==> src/rtl/_seq_mul_pkg.sv <==
// Shared constants for the sequential multiplier: default operand width and FSM encoding.
// Latency: n/a (constants only).
// Backpressure: n/a.
//
// Contents:
//   BIT_WIDTH - default operand width
//   MUL_*     - 2-bit state encodings (IDLE, RUN, FIX, DONE)
package _seq_mul_pkg;

  localparam int BIT_WIDTH = 8;

  localparam logic [1:0] MUL_IDLE = 2'd0;
  localparam logic [1:0] MUL_RUN  = 2'd1;
  localparam logic [1:0] MUL_FIX  = 2'd2;
  localparam logic [1:0] MUL_DONE = 2'd3;

endpackage

==> src/rtl/_dff_r.sv <==
// Plain W-bit register with asynchronous active-high clear.
// Latency: 1 cycle.
// Backpressure: none; the caller builds any enable as a D-side mux.
//
// Ports:
//   clk, rst - clock and asynchronous active-high reset (clears q to 0)
//   d        - next value
//   q        - registered value
module _dff_r #(
  parameter int W = 1
) (
  input  logic         clk,
  input  logic         rst,
  input  logic [W-1:0] d,
  output logic [W-1:0] q
);

  always_ff @(posedge clk or posedge rst) begin
    if (rst) q <= '0;
    else     q <= d;
  end

endmodule

==> src/rtl/_seq_mul.sv <==
// Iterative shift-add multiplier, signed or unsigned, full 2n-bit product.
// Latency: n+1 cycles from accepted start to the done pulse; one product per n+2 cycles.
// Backpressure: start is taken only in IDLE or DONE; start while busy is dropped.
//
// Ports:
//   clk, rst   - clock and asynchronous active-high reset (abandons any operation)
//   start, sgn - request strobe; sgn=1 selects two's-complement operands
//   A, B       - multiplicand and multiplier, sampled with start
//   busy, done - busy in RUN/FIX; done is a one-cycle pulse in DONE
//   P_hi, P_lo - registered product, updated only in FIX
module _seq_mul
  import _seq_mul_pkg::*;
#(
  parameter int n = BIT_WIDTH
) (
  input  logic         clk,
  input  logic         rst,
  input  logic         start,
  input  logic         sgn,
  input  logic [n-1:0] A,
  input  logic [n-1:0] B,
  output logic         busy,
  output logic         done,
  output logic [n-1:0] P_hi,
  output logic [n-1:0] P_lo
);

  localparam int CW = $clog2(n + 1);

  logic [1:0]     state;
  logic [CW-1:0]  cnt;
  logic [n-1:0]   mcand;
  logic [n-1:0]   mplier;
  logic [2*n-1:0] acc;
  logic           neg;

  logic [n-1:0]   a_mag;
  logic [n-1:0]   b_mag;
  logic           neg_in;
  logic [n:0]     sum;
  logic [2*n-1:0] acc_shift;
  logic [2*n-1:0] result;
  logic [2*n-1:0] prod_d;
  logic [2*n-1:0] prod_q;

  // Operate on magnitudes and restore the sign once at the end. Negating the
  // most-negative value wraps back to 2^(n-1), which is the correct unsigned
  // magnitude, so no extra bit is needed.
  always_comb begin
    a_mag  = (sgn && A[n-1]) ? (~A + 1'b1) : A;
    b_mag  = (sgn && B[n-1]) ? (~B + 1'b1) : B;
    neg_in = sgn & (A[n-1] ^ B[n-1]);
  end

  // n+1-bit add into the upper half; the carry lands in the accumulator MSB
  // as the pair shifts right.
  always_comb begin
    sum       = {1'b0, acc[2*n-1:n]} + (mplier[0] ? {1'b0, mcand} : '0);
    acc_shift = {sum, acc[n-1:1]};
    result    = neg ? (~acc + 1'b1) : acc;
    prod_d    = (state == MUL_FIX) ? result : prod_q;
  end

  always_ff @(posedge clk or posedge rst) begin
    if (rst) begin
      state  <= MUL_IDLE;
      cnt    <= '0;
      mcand  <= '0;
      mplier <= '0;
      acc    <= '0;
      neg    <= 1'b0;
    end else begin
      case (state)
        MUL_IDLE, MUL_DONE: begin
          if (start) begin
            neg    <= neg_in;
            mcand  <= a_mag;
            mplier <= b_mag;
            acc    <= '0;
            cnt    <= CW'(n);
            state  <= MUL_RUN;
          end else begin
            state  <= MUL_IDLE;
          end
        end
        MUL_RUN: begin
          acc    <= acc_shift;
          mplier <= mplier >> 1;
          cnt    <= cnt - 1'b1;
          if (cnt == CW'(1)) state <= MUL_FIX;
        end
        MUL_FIX: state <= MUL_DONE;
        default: state <= MUL_IDLE;
      endcase
    end
  end

  // Output product register: only the FIX cycle loads a new value, so the
  // previous product stays visible through IDLE and the next RUN.
  _dff_r #(.W(2*n)) u_prod (
    .clk (clk),
    .rst (rst),
    .d   (prod_d),
    .q   (prod_q)
  );

  assign P_hi = prod_q[2*n-1:n];
  assign P_lo = prod_q[n-1:0];
  assign busy = (state == MUL_RUN) || (state == MUL_FIX);
  assign done = (state == MUL_DONE);

endmodule
==> config.mk <==
export PLATFORM = sky130hd
export DESIGN_NAME = _seq_mul
export DESIGN_NICKNAME = d
export VERILOG_FILES = /design/src/rtl/_seq_mul_pkg.sv /design/src/rtl/_dff_r.sv /design/src/rtl/_seq_mul.sv
export SDC_FILE = /design/constraint.sdc
export NUM_CORES = 1
export LEC_CHECK = 0
export CELL_PAD_IN_SITES_DETAIL_PLACEMENT = 1
export CELL_PAD_IN_SITES_GLOBAL_PLACEMENT = 2
export CORE_MARGIN = 4
export CORE_UTILIZATION = 35
export DETAILED_ROUTE_END_ITERATION = 7
export PLACE_DENSITY_LB_ADDON = 0.1
export SLEW_MARGIN = 20
export SYNTH_ARGS = -nofsm -noshare
export SYNTH_HDL_FRONTEND = slang
export SYNTH_SLANG_ARGS = --single-unit
==> constraint.sdc <==
create_clock -name clk -period 2.9 [get_ports clk]
set_input_delay 0.58 -clock clk [delete_from_list [all_inputs] [get_ports clk]]
set_output_delay 0.58 -clock clk [all_outputs]
set_load 0.01 [all_outputs]
### After elaboration in Yosys (flattened, before gate mapping)

Cells that the tools add are included.
Widths: inputs -> output; s select.

| word-level totals | value |
|---|---|
| bits in registers | 55 |
| input bits | 20 |
| logic and storage cells | 44 |

| operators by class | value |
|---|---|
| add/sub/neg operators | 5 |
| equality and inequality tests | 6 |
| muxes and demuxes | 13 |
| bitwise gates (word level) | 5 |
| reductions and logical operators | 8 |

Operators by type and width:

| cell | number |
|---|---|
| $mux 16 | 2 |
| $mux 8 | 4 |
| $pmux 16 s2 | 1 |
| $add 16x1->16 const B | 1 |
| $add 8x1->8 const B | 2 |
| $not 16->16 | 1 |
| $not 8->8 | 2 |
| $pmux 8 s2 | 1 |
| $add 8x8->9 | 1 |
| $pmux 4 s2 | 1 |
| $pmux 2 s3 | 1 |
| $eq 2x2->1 const B | 2 |
| $eq 4x1->1 const B | 1 |
| $mux 4 | 1 |
| $ne 2x2->1 const B | 2 |
| $reduce_and 2->1 | 2 |
| $sub 4x1->4 const B | 1 |
| $eq 2x1->1 const B | 1 |
| $logic_and 1x1->1 | 2 |
| $logic_not 2->1 | 1 |
| $mux 2 | 1 |
| $reduce_bool 2->1 | 1 |
| $reduce_or 2->1 | 1 |
| $and 1x1->1 | 1 |
| other kinds (3) | 3 |

### Logic depth before layout (Yosys ltp)

Gate-level depths: netlist of the first run.

| depth | value |
|---|---|
| word-level depth | 5 |
| mapped depth | 9 |

### Hierarchy

Synthesis of the first run repeated with hierarchy kept, for this count alone.

| unflattened totals | value |
|---|---|
| cell total of the unflattened synthesis | 365 |
| area total of the unflattened synthesis | 3199.3 um^2 |

By module, submodules not included:

| module | instances | cells an instance | area an instance (um^2) |
|---|---|---|---|
| _seq_mul | 1 | 348 | 2795.2 |
| _dff_r | 1 | 17 | 404.1 |

### Least setup slack after synthesis of the first run

No wires, ideal clock.

| timing path | value |
|---|---|
| kind | register to register |
| from | register mplier[0] |
| to | register acc[13] |
| setup time | 0.127 ns |
| arrival | 2.049 ns |
| slack | 0.724 ns |
| cell stages (with the launch flop) | 9 |
| buffers on the path | 0 |
| period minus slack after synthesis | 2.176 ns |
| cell sequence | dfrtp_1 -> and2_1 -> ha_1 -> fa_1 -> a21o_1 -> a311o_1 -> a21oi_1 -> xor2_1 -> o21ai_0 |

| between the ends | value |
|---|---|
| cells in the longest elaborated chain, start to end | 3 |

Ends and longest elaborated chain:

| what | RTL line | RTL |
|---|---|---|
| start: declaration | _seq_mul.sv:33 | `logic [n-1:0] mplier;` |
| start signal: assignment | _seq_mul.sv:78 | `mplier <= b_mag;` |
| start signal: assignment | _seq_mul.sv:88 | `mplier <= mplier >> 1;` |
| $mux 8 | _seq_mul.sv:58 | `sum = {1'b0, acc[2*n-1:n]} + (mplier[0] ? {1'b0, mcand} : '0);` |
| $add 8x8->9 | _seq_mul.sv:58 |  |
| $pmux 16 s2 | _seq_mul.sv:73 | `case (state)` |
| end signal: assignment | _seq_mul.sv:87 | `acc <= acc_shift;` |
| end: declaration | _seq_mul.sv:34 | `logic [2*n-1:0] acc;` |

No other way between the ends.
A chain may end at the register's enable or synchronous reset.

### Final worst setup path of the first run

| timing path | value |
|---|---|
| from | register state[0] |
| to | output busy |

| between the ends | value |
|---|---|
| cells in the longest elaborated chain, start to end | 2 |
| elaborated cells between the ends (all ways) | 3 |
| those cells by class | eq/ne: 2; reduce/logical: 1 |

Ends and longest elaborated chain:

| what | RTL line | RTL |
|---|---|---|
| start: declaration | _seq_mul.sv:30 | `logic [1:0] state;` |
| start signal: assignment | _seq_mul.sv:66 | `state <= MUL_IDLE;` |
| start signal: assignment | _seq_mul.sv:81 | `state <= MUL_RUN;` |
| start signal: assignment | _seq_mul.sv:83 | `state <= MUL_IDLE;` |
| $eq 2x1->1 or $eq 2x2->1 (tied branches) | _seq_mul.sv:109 | `assign busy = (state == MUL_RUN) \|\| (state == MUL_FIX);` |
| $logic_or 1x1->1 (*) | _seq_mul.sv:109 |  |
| end: declaration | _seq_mul.sv:22 | `output logic busy,` |

Mark *: on every way between the ends. The rest lies on a longest branch, timed or not.

==> results.cfg, run 1 <==
[run_status]
status = finished, final reports clean

[pwr]
static-leakage-power_nw = 1.76
power_switching_w = 0.00155
share_comb_of_total_power_pct = 51.3
ir_drop_uv = 376
internal-power_w = 0.00211
pwr_density_cell_mw_per_mm2 = 961
power.clock.fraction_pct = 11.9
power.total_w = 0.00366
seqPwrFrac_pct = 36.8
p_sw_share_pct = 42.3

[placement]
globalplace.congestion = 0.716
pre_cts_slack_ps = 530
placement.io_buffers = 37
detailed_place_hpwl_um = 5170

[finish]
regArea_mm2 = 0.00138
postLayoutCoreUtil_pct = 43.1
mostFrequentLayoutCells = 58 x sky130_fd_sc_hd__nand2_1, 55 x sky130_fd_sc_hd__dfrtp_1, 37 x sky130_fd_sc_hd__clkdlybuf4s50_1
multi_input_comb_area_mm2 = 0.00174
layout.filler_cells = 1048
post_route_cells_drive_above_1_share_pct = 8.01
synthToLayoutAreaGrowth_pct = 18.0
layout.cells.most_common = sky130_fd_sc_hd__nand2_1
antenna_diodes = 0
finish.net_count = 424

[logic_synthesis]
yosysWarningCount = 0
yosys-mux-area-fraction_pct = 4.42
yosys.area_share.adder_pct = 6.82
synth_top_family_by_area = simple AND/OR/NAND/NOR gates
number_of_flip_flops_and_latches_in_the_synthesized_netlist = 55
synth_fp_nets = 389
synth_edf_count = 0
ys.flop_type = sky130_fd_sc_hd__dfrtp_1
post_synthesis_share_of_cell_area_spent_on_and_or_nand_and_nor_gates_pct = 19.0
seq_total_area_yosys_pct = 42.6
syn-instance-count = 352
netlist-cell-type-count = 50
post_synth.cell_area_avg_um2 = 9.17
syn_area_mm2 = 0.00323
synth_compound_area_share_pct = 15.3
synthXorXnorAreaFrac_pct = 8.14
synth-async-reset-ratio_pct = 100

[worst_setup_path]
worst_ep_arrival_time_ps = 1880
path_cells = inv_1 > ha_1 > inv_1 > clkdlybuf4s50_1
reg2reg_setup_slack_ps = 590
path_max_fanout = 7
crit_path_end_kind = output port
timing.critical_path.from = state[0]$_DFFE_PP0P_
worstReg2RegStart = mplier[0]$_DFFE_PP0P_
crit_top_cell = sky130_fd_sc_hd__inv_1
slowest_delay_ps = 550
worst_path_max_delay_cell = sky130_fd_sc_hd__clkdlybuf4s50_1
worst-setup-path-type = register to output port
critPathRequiredTime_ps = 2320
worst_setup_path_start_kind = register

[clocking]
clock-root-buffer = sky130_fd_sc_hd__clkbuf_8
cts_htree_levels = 2
cts.clk_slew.worst_paths_ps = 100
cts_sink_count = 55
tritoncts_clock_tree = done
ctsLongestPathBuffers = 2
post_cts_resize_count = 0
number_of_buffers_added_to_fix_hold_violations_after_cts = 0
cts_made_buffers = 5
worstSkewPairLatency_ps = 310
cts_setup_buffers = 0

[timing]
finalWorstPathRequiredPeriod_ps = 2460
report.final.slew_viol_count = 0
clock.fmax_mhz = 407
timing.final.setup_violations = 0
clock-skew-final_ps = 4.28
postLayoutSetupSlackWorst_ps = 440
max_slew_margin_pct = 32.2
tightest_slew_ps = 1020
final_tns_setup_ps = 0
finalCritPeriodShare_pct = 84.8
final_hold_viol_count = 0
grt_setup_unrepaired = no

[min_path]
min-delay-start = mcand[4]$_DFFE_PP0P_
hold_path.class = register to register

[grt]
grt_util_met3_pct = 2.17
busiest_layer = met2
grt_first_pass_wirelength_um = 12100
pin_count_of_the_biggest_net_entering_global_routing = 56
grt-ovfl-total = 0
gr-usage-met1_pct = 16.5
vias_in_the_first_global_route = 2572
grt_use_met2_pct = 23.4
global_route.usage.total_pct = 13.3
grt_antenna_before_repair = 0

[route]
postRouteWirelength_um = 6900
num_vias = 2525
drt_first_iter_violations = 99
detail_route.drc_violations = 0
antenna_violating_nets_post_route = 0
drt_pass1_iterations = 4
routed_via_density = 5.10
routedWlPerCell_um = 13.9

[floorplanning]
pin_count = 38
width_of_the_die_um = 104
die_height_um = 104
floorplan.core_area_mm2 = 0.00885
num_rows = 34
initial_utilization_pct = 36.5
design.die.area_mm2 = 0.0108

[job]
cap_viol_max_count = 0
synthesized netlist by cell type (2+ instances only):
cell | n | share of area, %
sky130_fd_sc_hd__a211oi_1 | 4 | 0.93
sky130_fd_sc_hd__a21o_1 | 2 | 0.46
sky130_fd_sc_hd__a21oi_1 | 21 | 3.3
sky130_fd_sc_hd__a31oi_1 | 2 | 0.39
sky130_fd_sc_hd__and2_1 | 9 | 1.7
sky130_fd_sc_hd__clkbuf_1 | 14 | 1.6
sky130_fd_sc_hd__dfrtp_1 | 55 | 43
sky130_fd_sc_hd__ha_1 | 16 | 6.2
sky130_fd_sc_hd__inv_1 | 14 | 1.6
sky130_fd_sc_hd__mux2_2 | 6 | 2.1
sky130_fd_sc_hd__mux2i_1 | 6 | 1.9
sky130_fd_sc_hd__nand2_1 | 58 | 6.7
sky130_fd_sc_hd__nand2b_1 | 2 | 0.39
sky130_fd_sc_hd__nand3_1 | 16 | 2.5
sky130_fd_sc_hd__nor2_1 | 25 | 2.9
sky130_fd_sc_hd__nor3_1 | 3 | 0.46
sky130_fd_sc_hd__nor3b_1 | 2 | 0.46
sky130_fd_sc_hd__o21ai_0 | 26 | 4.0
sky130_fd_sc_hd__o21ai_1 | 2 | 0.31
sky130_fd_sc_hd__o31ai_1 | 7 | 1.6
sky130_fd_sc_hd__or2_2 | 2 | 0.39
sky130_fd_sc_hd__or3_1 | 4 | 0.78
sky130_fd_sc_hd__xnor2_1 | 13 | 3.5
sky130_fd_sc_hd__xor2_1 | 17 | 4.6
cell families (layout without fill, tap and decap cells):
group	after synthesis	in the layout
xor gates and xnor gates	30	30
muxes	13	13
adders and majority gates	17	17
AOI/OAI and AO/OA	78	78
buffers and inverters	30	65
DFF	55	55
and+or+nand+nor	129	129
final cells by class:
class                   instances  share of cell area [%]
clock buffers                   6                    2.17
clock inverters                 1                   0.131
inverters                      14                    1.38
multi-input cells             267                    45.6
flip-flops and latches         55                    36.1
well taps                     108                    3.55
repair buffers                 44                    11.1
stage by stage:
step                      cells  hold WS (ps)  area, um2
final                       495           483       3810
after global routing        495           510       3810
after CTS                   495           492       3810
after detailed placement    488           469       3720
after global placement      488           455       3720
after floorplan             352           442       3230
sequential cells by signal (all words and copies together) (netlist names):
name      flops
mplier        8
state         2
u_prod.q     16
neg           1
acc          16
cnt           4
mcand         8
worst max-delay path, delay by kind of cell, from the launching register on:
family / cells / cell delay (ps)
fa+ha+maj: 1 / 400
flops: 1 / 410
buf+inv: 3 / 760
worst paths after layout:
check,cells past startpoint,end
hold / removal,2,mcand[4]$_DFFE_PP0P_
setup reg to reg,8,acc[13]$_DFFE_PP0P_
max in group asynchronous,3,mcand[3]$_DFFE_PP0P_
hold reg to reg,2,mcand[4]$_DFFE_PP0P_
setup / recovery,4,busy
min in group asynchronous,3,u_prod.q[2]$_DFFE_PP0P_
power groups by stage:
stage,Sequential [W],Clock [W],Combinational [W]
2_1_floorplan,0.00132,0,0.00129
3_5_place_dp,0.00137,0,0.00192
4_1_cts,0.00136,0.000465,0.00192
5_1_grt,0.00140,0.000487,0.00214
6_report,0.00135,0.000437,0.00188
3_3_place_gp,0.00136,0,0.00189
metal layers:
layer / part of all wire, % / vias up
met2: 48 / 40
met1: 47 / 1202
met3: 3.6 / 5
met4: 1.5 / 0
met5: 0 / -
li1: - / 1278
Note: power is estimated with default switching activity, not from simulation.
==> run 2: changes to the inputs <==
- CORE_UTILIZATION: 35 -> 31
- clock period: 2.9 -> 2 ns (I/O delays scaled with it)
==> run 2 against run 1 <==
  * The flow now finishes with violations (setup timing)
  * Design area grew 9.2%
  * Hold slack lost 52 ps
  * Routed wire length grew 9.1%
  * Largest cell class unchanged
==> results.cfg, run 2 (same netlist as run 1, synthesis figures left out) <==
[floorplanning]
num_rows = 36
initial_utilization_pct = 32.4
floorplan.core_area_mm2 = 0.00995
die_height_um = 110
design.die.area_mm2 = 0.0121
width_of_the_die_um = 110
pin_count = 38

[worst_setup_path]
worst-setup-path-type = register to register
path_max_fanout = 4
crit_path_end_kind = register
critPathRequiredTime_ps = 2210
worst_path_dominant_cell_family = compound AO/OA/AOI/OAI gates
path_cells = and2_1 > ha_2 > fa_2 > a21o_1 > a311o_1 > a21oi_2 > xor2_1 > o21ai_1
timing.critical_path.buf_inv = 0
timing.critical_path.from = mplier[0]$_DFFE_PP0P_
worst_ep_arrival_time_ps = 2250
worstReg2RegStart = mplier[0]$_DFFE_PP0P_
worst_setup_path_start_kind = register
worst_path_max_delay_cell = sky130_fd_sc_hd__dfrtp_1
slowest_delay_ps = 410

[finish]
layout.cells.most_common = sky130_fd_sc_hd__nand2_1
registers_with_the_most_flip_flops = acc (16), u_prod.q (16)
synthToLayoutAreaGrowth_pct = 28.8
post_route_cells_drive_above_1_share_pct = 17.4
finish.net_count = 455
mostFrequentLayoutCells = 58 x sky130_fd_sc_hd__nand2_1, 55 x sky130_fd_sc_hd__dfrtp_1, 36 x sky130_fd_sc_hd__clkdlybuf4s50_1
antenna_diodes = 0
layoutNonFillerInstCount = 552

[grt]
busiest_layer = met2
grt_antenna_before_repair = 0
grt_first_pass_wirelength_um = 13100
global_route.usage.total_pct = 13.7
vias_in_the_first_global_route = 2832
grt_use_met2_pct = 23.9
gr-usage-met1_pct = 16.9
pin_count_of_the_biggest_net_entering_global_routing = 56
grt-ovfl-total = 0
grt_util_met3_pct = 2.33

[run_status]
violated_checks = setup timing
status = finished, violations left

[timing]
report.final.slew_viol_count = 0
finalCritPeriodShare_pct = 102
final_hold_viol_count = 0
timing.final.setup_violations = 2
tightest_slew_ps = 461
clock.fmax_mhz = 489
postLayoutSetupSlackWorst_ps = -46.3
clock-skew-final_ps = 5.34
hold_ws_ps = 431
finalWorstPathRequiredPeriod_ps = 2050
max_slew_margin_pct = 69.3
grt_setup_unrepaired = yes

[clocking]
ctsLongestPathBuffers = 2
clock-root-buffer = sky130_fd_sc_hd__clkbuf_8
cts_sink_count = 55
cts.clk_slew.worst_paths_ps = 100
cts_made_buffers = 5
number_of_buffers_added_to_fix_hold_violations_after_cts = 0
worstSkewPairLatency_ps = 320
cts_htree_levels = 2
tritoncts_clock_tree = done

[route]
routedWlPerCell_um = 13.6
drt_first_iter_violations = 74
postRouteWirelength_um = 7530
antenna_violating_nets_post_route = 0
detail_route.drc_violations = 0
num_vias = 2604
routed_via_density = 4.72
drt_pass1_iterations = 4

[placement]
dp_cells = 542
globalplace.congestion = 0.745
placement.io_buffers = 37
detailed_place_hpwl_um = 5660

[job]
cap_viol_max_count = 0

[pwr]
pwr_density_cell_mw_per_mm2 = 1390
static-leakage-power_nw = 1.91
ir_drop_uv = 527

[min_path]
hold_path.class = input port to async pin
[run 2: cell count changes in the layout (fill, tap and decap cells not counted), moves of 2 or more]
cell	previous run	this run
sky130_fd_sc_hd__clkinvlp_4	0	2
sky130_fd_sc_hd__o21ai_1	1	3
sky130_fd_sc_hd__o21ai_0	26	24
sky130_fd_sc_hd__buf_4	7	35
sky130_fd_sc_hd__ha_1	16	12
sky130_fd_sc_hd__ha_2	0	3
sky130_fd_sc_hd__a21oi_1	21	18
sky130_fd_sc_hd__a21oi_2	0	3
sky130_fd_sc_hd__buf_12	0	3
[run 2: report_power, final]
part	switching (W)	internal [W]	total (W)
sequential	0.000354	0.00155	0.00191
clock	0.000388	0.000245	0.000633
combinational	0.00166	0.00159	0.00325
total	0.00240	0.00339	0.00580
[run 2: area by class of cell]
type / count / area, um2
Sequential cell: 55 / 1380
Clock buffer: 5 / 68.8
Multi-Input combinational cell: 267 / 1780
Clock inverter: 3 / 20.0
Inverter: 14 / 52.6
Tap cell: 133 / 166
Timing Repair Buffer: 75 / 692
Fill cell: 1168 / 5800
[run 2: tightest hold or removal path, cell delays in order]
cell	delay (ps)
sky130_fd_sc_hd__clkdlybuf4s50_1	410
sky130_fd_sc_hd__inv_2	70
sky130_fd_sc_hd__buf_12	260
[run 2: path summary, 6_finish.rpt]
check	endpoint	slack [ps]	cells after the start
max	acc[13]$_DFFE_PP0P_	-50	8
max in group asynchronous	cnt[3]$_DFFE_PP0P_	1290	3
min reg2reg	mcand[3]$_DFFE_PP0P_	480	2
min in group clk	mcand[3]$_DFFE_PP0P_	480	2
min	state[1]$_DFFE_PP0P_	430	3
max reg2reg	acc[13]$_DFFE_PP0P_	-50	8
[run 2: layer usage]
| metal | up-vias | wire, um |
|---|---|---|
| met5 | - | 0 |
| li1 | 1345 | - |
| met4 | 0 | 137 |
| met1 | 1211 | 3580 |
| met2 | 41 | 3560 |
| met3 | 7 | 257 |
[run 2: stage by stage]
stage | setup slack [ps] | setup TNS [ps] | power (W) | utilization (%) | instance area (um2)
finish | -46.3 | -57.7 | 0.00580 | 41.8 | 4160
global route | -136 | -536 | 0.00636 | 41.8 | 4160
CTS | -80.3 | -119 | 0.00589 | 41.6 | 4140
detailed placement | -96.7 | -365 | 0.00518 | 40.4 | 4020
global placement | -50.1 | -128 | 0.00509 | 40.4 | 4020
floorplan | -31.8 | -31.8 | 0.00379 | - | 3240
[run 2: timing repair]
| action | 4_1_cts | 5_1_grt |
|---|---|---|
| buffers inserted | 2 | 0 |
| pin swaps | 5 | 7 |
| setup endpoints to repair | 6 | 10 |
| resized for setup | 4 | 6 |
